==> src/rtl/wo_reg_pkg.sv <==
// Shared definitions for the write-only register bank: FSM state encoding
// and where the commit address sits relative to the channel count.
package wo_reg_pkg;

  typedef enum logic {
    ST_IDLE   = 1'b0,
    ST_COMMIT = 1'b1
  } state_e;

  // Commit address = NUM_REGS + offset (first index past the channels).
  localparam int COMMIT_ADDR_OFS = 0;

  function automatic int commit_addr(input int num_regs);
    return num_regs + COMMIT_ADDR_OFS;
  endfunction

endpackage

==> src/rtl/wo_reg_channel.sv <==
// One write-only channel. With WOREG_SHADOW_EN a write lands in a shadow
// and only reaches the output on commit_i; otherwise writes go straight
// to the output register.
module wo_reg_channel #(
  parameter int                  WID_DATA  = 32,
  parameter logic [WID_DATA-1:0] RST_VALUE = '0
) (
  input  logic                gclk,
  input  logic                grst_n,
  input  logic                wr_i,
  input  logic [WID_DATA-1:0] data_i,
`ifdef WOREG_SHADOW_EN
  input  logic                commit_i,
  output logic                pend_o,
`endif
  output logic [WID_DATA-1:0] dout_o,
  output logic                upd_o
);

  logic [WID_DATA-1:0] dout_q;
  logic                upd_q;

`ifdef WOREG_SHADOW_EN
  logic [WID_DATA-1:0] shadow_q;
  logic                pend_q;

  // Commit copies shadow to output; writes never coincide with a commit
  // because the bank is not ready while committing.
  always_ff @(posedge gclk or negedge grst_n) begin
    if (!grst_n) begin
      shadow_q <= RST_VALUE;
      dout_q   <= RST_VALUE;
      pend_q   <= 1'b0;
      upd_q    <= 1'b0;
    end else begin
      upd_q <= commit_i;
      if (commit_i) begin
        dout_q <= shadow_q;
        pend_q <= 1'b0;
      end else if (wr_i) begin
        shadow_q <= data_i;
        pend_q   <= 1'b1;
      end
    end
  end

  assign pend_o = pend_q;
`else
  // Direct write: output loads at the accepting edge, update pulses after.
  always_ff @(posedge gclk or negedge grst_n) begin
    if (!grst_n) begin
      dout_q <= RST_VALUE;
      upd_q  <= 1'b0;
    end else begin
      upd_q <= wr_i;
      if (wr_i) dout_q <= data_i;
    end
  end
`endif

  assign dout_o = dout_q;
  assign upd_o  = upd_q;

endmodule

==> src/rtl/write_only_reg_bank.sv <==
// Bank of NUM_REGS write-only channels. Define WOREG_SHADOW_EN for
// shadow + atomic masked commit (address NUM_REGS); without it, writes
// update the outputs directly and the commit address is ignored.
module write_only_reg_bank
  import wo_reg_pkg::*;
#(
  parameter int                  NUM_REGS  = 4,
  parameter int                  WID_DATA  = 32,
  parameter logic [WID_DATA-1:0] RST_VALUE = '0,
  localparam int                 WID_ADDR  = $clog2(NUM_REGS + 1)
) (
  input  logic                         Sys_Clock,
  input  logic                         Sys_Reset,
  input  logic                         Sys_WE,
  input  logic [WID_ADDR-1:0]          Sys_Addr,
  input  logic [WID_DATA-1:0]          Sys_Data,
  output logic                         Sys_Ready,
  output logic [NUM_REGS*WID_DATA-1:0] Reg_DataOut,
  output logic [NUM_REGS-1:0]          Reg_Update,
  output logic [NUM_REGS-1:0]          Reg_Pending
);

  logic [NUM_REGS-1:0][WID_DATA-1:0] dout_w;
  logic [NUM_REGS-1:0]               wr_w;
  logic [NUM_REGS-1:0]               upd_w;
  logic                              accept_w;

  assign accept_w = Sys_WE & Sys_Ready;

  // Address decode to per-channel write strobes; out-of-range hits nothing.
  always_comb begin
    wr_w = '0;
    for (int i = 0; i < NUM_REGS; i++)
      wr_w[i] = accept_w && (Sys_Addr == WID_ADDR'(i));
  end

`ifdef WOREG_SHADOW_EN
  state_e              state_q, state_d;
  logic [NUM_REGS-1:0] mask_q;
  logic [NUM_REGS-1:0] commit_w;
  logic [NUM_REGS-1:0] pend_w;
  logic                commit_hit_w;

  assign commit_hit_w = accept_w && (Sys_Addr == WID_ADDR'(commit_addr(NUM_REGS)));

  // State register.
  always_ff @(posedge Sys_Clock or negedge Sys_Reset) begin
    if (!Sys_Reset) state_q <= ST_IDLE;
    else            state_q <= state_d;
  end

  // Next state: a commit request costs exactly one COMMIT cycle.
  always_comb begin
    state_d = state_q;
    case (state_q)
      ST_IDLE:   if (commit_hit_w) state_d = ST_COMMIT;
      ST_COMMIT: state_d = ST_IDLE;
      default:   state_d = ST_IDLE;
    endcase
  end

  // Outputs: stall writers while committing; fire the latched mask.
  always_comb begin
    Sys_Ready = (state_q == ST_IDLE);
    commit_w  = (state_q == ST_COMMIT) ? mask_q : '0;
  end

  // Only channels pending at request time take part in the commit.
  always_ff @(posedge Sys_Clock or negedge Sys_Reset) begin
    if (!Sys_Reset)        mask_q <= '0;
    else if (commit_hit_w) mask_q <= Sys_Data[NUM_REGS-1:0] & pend_w;
  end

  assign Reg_Pending = pend_w;
`else
  assign Sys_Ready   = 1'b1;
  assign Reg_Pending = '0;
`endif

  for (genvar g = 0; g < NUM_REGS; g++) begin : g_ch
    wo_reg_channel #(
      .WID_DATA  (WID_DATA),
      .RST_VALUE (RST_VALUE)
    ) u_ch (
      .gclk     (Sys_Clock),
      .grst_n   (Sys_Reset),
      .wr_i     (wr_w[g]),
      .data_i   (Sys_Data),
`ifdef WOREG_SHADOW_EN
      .commit_i (commit_w[g]),
      .pend_o   (pend_w[g]),
`endif
      .dout_o   (dout_w[g]),
      .upd_o    (upd_w[g])
    );
  end

  assign Reg_DataOut = dout_w;
  assign Reg_Update  = upd_w;

endmodule

==> config.mk <==
export PLATFORM = sky130hd
export DESIGN_NAME = write_only_reg_bank
export DESIGN_NICKNAME = d
export VERILOG_FILES = /design/src/rtl/wo_reg_pkg.sv /design/src/rtl/wo_reg_channel.sv /design/src/rtl/write_only_reg_bank.sv
export SDC_FILE = /design/constraint.sdc
export NUM_CORES = 1
export LEC_CHECK = 0
export ABC_AREA = 0
export BUFFER_PORTS_ARGS = -buffer_cell sky130_fd_sc_hd__buf_2
export CAP_MARGIN = 30
export CELL_PAD_IN_SITES_DETAIL_PLACEMENT = 1
export CELL_PAD_IN_SITES_GLOBAL_PLACEMENT = 1
export CORE_AREA = 2 2 133 135
export DETAILED_ROUTE_END_ITERATION = 16
export DIE_AREA = 0 0 135 137
export MAX_ROUTING_LAYER = met4
export PLACE_DENSITY_LB_ADDON = 0.25
export SYNTH_ARGS = -nofsm -noshare
export SYNTH_HDL_FRONTEND = slang
export SYNTH_SLANG_ARGS = --single-unit
==> constraint.sdc <==
create_clock -name Sys_Clock -period 2 [get_ports Sys_Clock]
set_input_delay 0.1 -clock Sys_Clock [delete_from_list [all_inputs] [get_ports Sys_Clock]]
set_output_delay 0.1 -clock Sys_Clock [all_outputs]
set_load 0.05 [all_outputs]
==> impl_results.md <==
- Status: completed
- Vias per cell: 4.334
- Main area contributors after synthesis: dfrtp_1 (66%), mux2_2 (28%), buf_6 (2.0%), buf_4 (1.3%), mux2_1 (1.1%)
- Die width: 135 um
- Slew at the pin closest to its max-slew limit: 0.5246 ns
- Layout cells sized above 1: 64.84%
- Max H-tree Level: 4
- FMAX: 0.8677 GHz
- Hold Crit Depth: 3
- Detail Route met3 WL: 782 um
- Layout fillers: 1799
- Yosys top cell area share: 65.92%
- Setup repair bufs after CTS: 0
- Cell Count, Final, Fillers Out: 737
- Critical path class: flip-flop to primary output
- Worst path top cell family by delay: flip-flops
- GP Congestion: 0.7153
- Die height: 137 um
- Placed inst area: 6075 um2
- Leak: 0.003332 uW
- Starting density of the core: 29.38%
- Drt first pass iters: 4
- Reg-to-reg slack, setup: 1.23 ns
- Yosys warnings: 0
- Max-Cap Viols: 0
- Layout Nets: 537
- Final setup vio count: 0
- Dpl hpwl: 8402 um
- Tcrit/Tclk final: 57.63%
- Hold endpoint: g_ch[1].u_ch.upd_o$_DFF_PN0_
- Synth Register Bits: 132
- Slew margin rel.: 65.02%
- Core area: 17060 um2
- Fin crit period: 1.153 ns
- Max clock buf depth: 2
- Peak VDD IR: 0.5745 mV
- Final wirelength: 12450 um
- Inserted Clock Buffers: 17
- Design Area, Final: 6977 um2
- Avg Inst Size Synth: 17.28 um2
- CTS sink count: 132
- Starting DRT DRC Count: 42
- Critical path buffer and inverter count: 1
- RR Endpoint: g_ch[0].u_ch.dout_o[1]$_DFFE_PN0P_
- Vias in the first global route: 3421
- Routed wire length on met2: 6320 um
- Post-synth top flop: dfrtp_1
- Synth cell types: 12
- Synth area leader: dfrtp_1
- Post-Syn Area: 5011 um2
- Req. time, crit path: 1.90 ns
- Final Hold Vio Count: 0
- P per Cell Area: 1446 nW/um2
- Most frequent cell after synthesis: dfrtp_1
- Ports: 175
- Reg-to-reg startpoint: g_ch[0].u_ch.dout_o[1]$_DFFE_PN0P_
- Psw: 4052 uW
- Max-slew violations: 0
- Seq/Total Area, Yosys: 65.92%
- Synth cell count leaders: dfrtp_1 (132), mux2_2 (123), buf_4 (9), buf_6 (9)
- Setup tns final: 0 ns
- Die area: 18500 um2
- Routed vias: 3194
- Critical-path top delay cell: dfrtp_1
- Flop pwr share: 35.0%
- Crit. End Element: primary output
- First-pass GRT wire length: 19250 um
- Average wire per standard cell: 16.90 um
- Gate power share: 35.1%
- Antenna fix cells: 0
- Crit path DAT: 1.05 ns
- FF-to-FF path depth: 1
- Slowest stage delay, CP: 0.36 ns
- Switching Fraction: 40.18%
- Global Route Usage Sum: 14.35%
- EDFF count, synth: 0
- Post-synth ARST share: 100.0%
- CTS tree: built
- Clock Power Share: 29.9%
- Buffers on Ports: 169
- Syn-to-layout area delta: 39.23%
- DP Cell Count: 672
- Min-delay src: Sys_Addr[2]
- Clock transition at the registers of the reported paths: 0.06 ns
- P_int: 6033 uW
- Worst-Skew Late Latency: 0.41 ns
- Antenna violations before repair: 0
- Startpoint types: flip-flop
- Fin util: 40.90%
- Crit path cell chain: buf_2
- Wl on met1: 5148 um
- Highest net fanout along the worst path: 2
- DRC: 0
- RSZ-0062 raised after global routing: false
- Hold Path Class: primary input to flip-flop
- Max Used Layer: met4
- Syn Inst Count: 290
- Root cell of the clock tree: clkbuf_16
- GRT Residual Overflow: 0
- Layout Skew: 0 ns
- Row count: 48
- Final antenna-violating net count: 0
- Largest net degree at the start of global routing: 68
[per-stage QoR]
| stage | power, uW | hold WS (ns) | worst slack [ns] |
|---|---|---|---|
| floorplan | 6172 | -0.1956 | 0.8185 |
| global route | 10530 | 0.1703 | 0.7818 |
| finish | 10090 | 0.1666 | 0.8475 |
| detailed placement | 7104 | 0.08952 | 0.6148 |
| global placement | 7044 | 0.08943 | 0.6323 |
| CTS | 10240 | 0.1565 | 0.8201 |
[timing repair]
action	in CTS	in global routing
hold buffers	33	0
endpoints found under the hold margin	179	0
gates resized for setup	0	0
[worst max-delay path by stage]
| stage | from | end | slack [ns] | depth (start not counted) |
|---|---|---|---|---|
| final | g_ch[0].u_ch.dout_o[10]$_DFFE_PN0P_ | Reg_DataOut[10] | 0.85 | 1 |
| after global routing | g_ch[0].u_ch.dout_o[10]$_DFFE_PN0P_ | Reg_DataOut[10] | 0.78 | 1 |
| after CTS | g_ch[0].u_ch.dout_o[10]$_DFFE_PN0P_ | Reg_DataOut[10] | 0.82 | 1 |
| after detailed placement | Sys_Addr[1] | g_ch[0].u_ch.dout_o[25]$_DFFE_PN0P_ | 0.61 | 4 |
| after global placement | Sys_Addr[2] | g_ch[2].u_ch.dout_o[19]$_DFFE_PN0P_ | 0.63 | 4 |
| after floorplan | Sys_Addr[0] | g_ch[0].u_ch.dout_o[10]$_DFFE_PN0P_ | 0.82 | 3 |
[layout by cell type, fill, tap and decap left out]
master	instances
and4bb_2	1
buf_12	3
buf_2	168
buf_4	5
buf_6	1
bufinv_16	2
clkbuf_1	4
clkbuf_16	17
clkbuf_8	2
clkinv_2	4
clkinv_4	1
clkinvlp_4	2
conb_1	5
dfrtp_1	132
dlygate4sd3_1	33
inv_1	1
mux2_1	5
mux2_2	123
nand4b_2	1
nor4b_4	1
nor4bb_4	1
[area by class of cell]
type / count / area, um2 / area share, %
clock buffers: 23 / 467.9 / 6.707
clock inverters: 9 / 103.9 / 1.489
inverters: 1 / 3.754 / 0.05380
multi-input cells: 137 / 1536 / 22.02
flip-flops and latches: 132 / 3303 / 47.35
well taps: 225 / 281.5 / 4.035
repair buffers: 210 / 1280 / 18.35
[power groups by stage]
| stage | Sequential (uW) | Clock (uW) | Combinational [uW] |
|---|---|---|---|
| after floorplan | 5600 | 0 | 577 |
| after global placement | 3550 | 0 | 3490 |
| after detailed placement | 3580 | 0 | 3520 |
| after CTS | 3540 | 3120 | 3580 |
| after global routing | 3620 | 3240 | 3670 |
| final | 3530 | 3020 | 3540 |
[routing by layer]
| metal | GRT usage, % | vias up |
|---|---|---|
| met1 | 16.30 | 1632 |
| li1 | - | 1436 |
| met5 | - | - |
| met2 | 23.04 | 107 |
| met4 | 6.134 | 0 |
| met3 | 5.148 | 19 |
[registers in the layout, indices dropped and copies added (netlist names)]
name              cells
g_ch.u_ch.dout_o    128
g_ch.u_ch.upd_o       4
[cells by family after synthesis]
kind of cell / Yosys count / synth area share, %
buffers and inverters: 24 / 3.945
DFF: 132 / 65.92
other: 2 / 0.1499
muxes: 128 / 28.76
and+or+nand+nor: 4 / 1.223
Note: power is estimated with default switching activity, not from simulation.
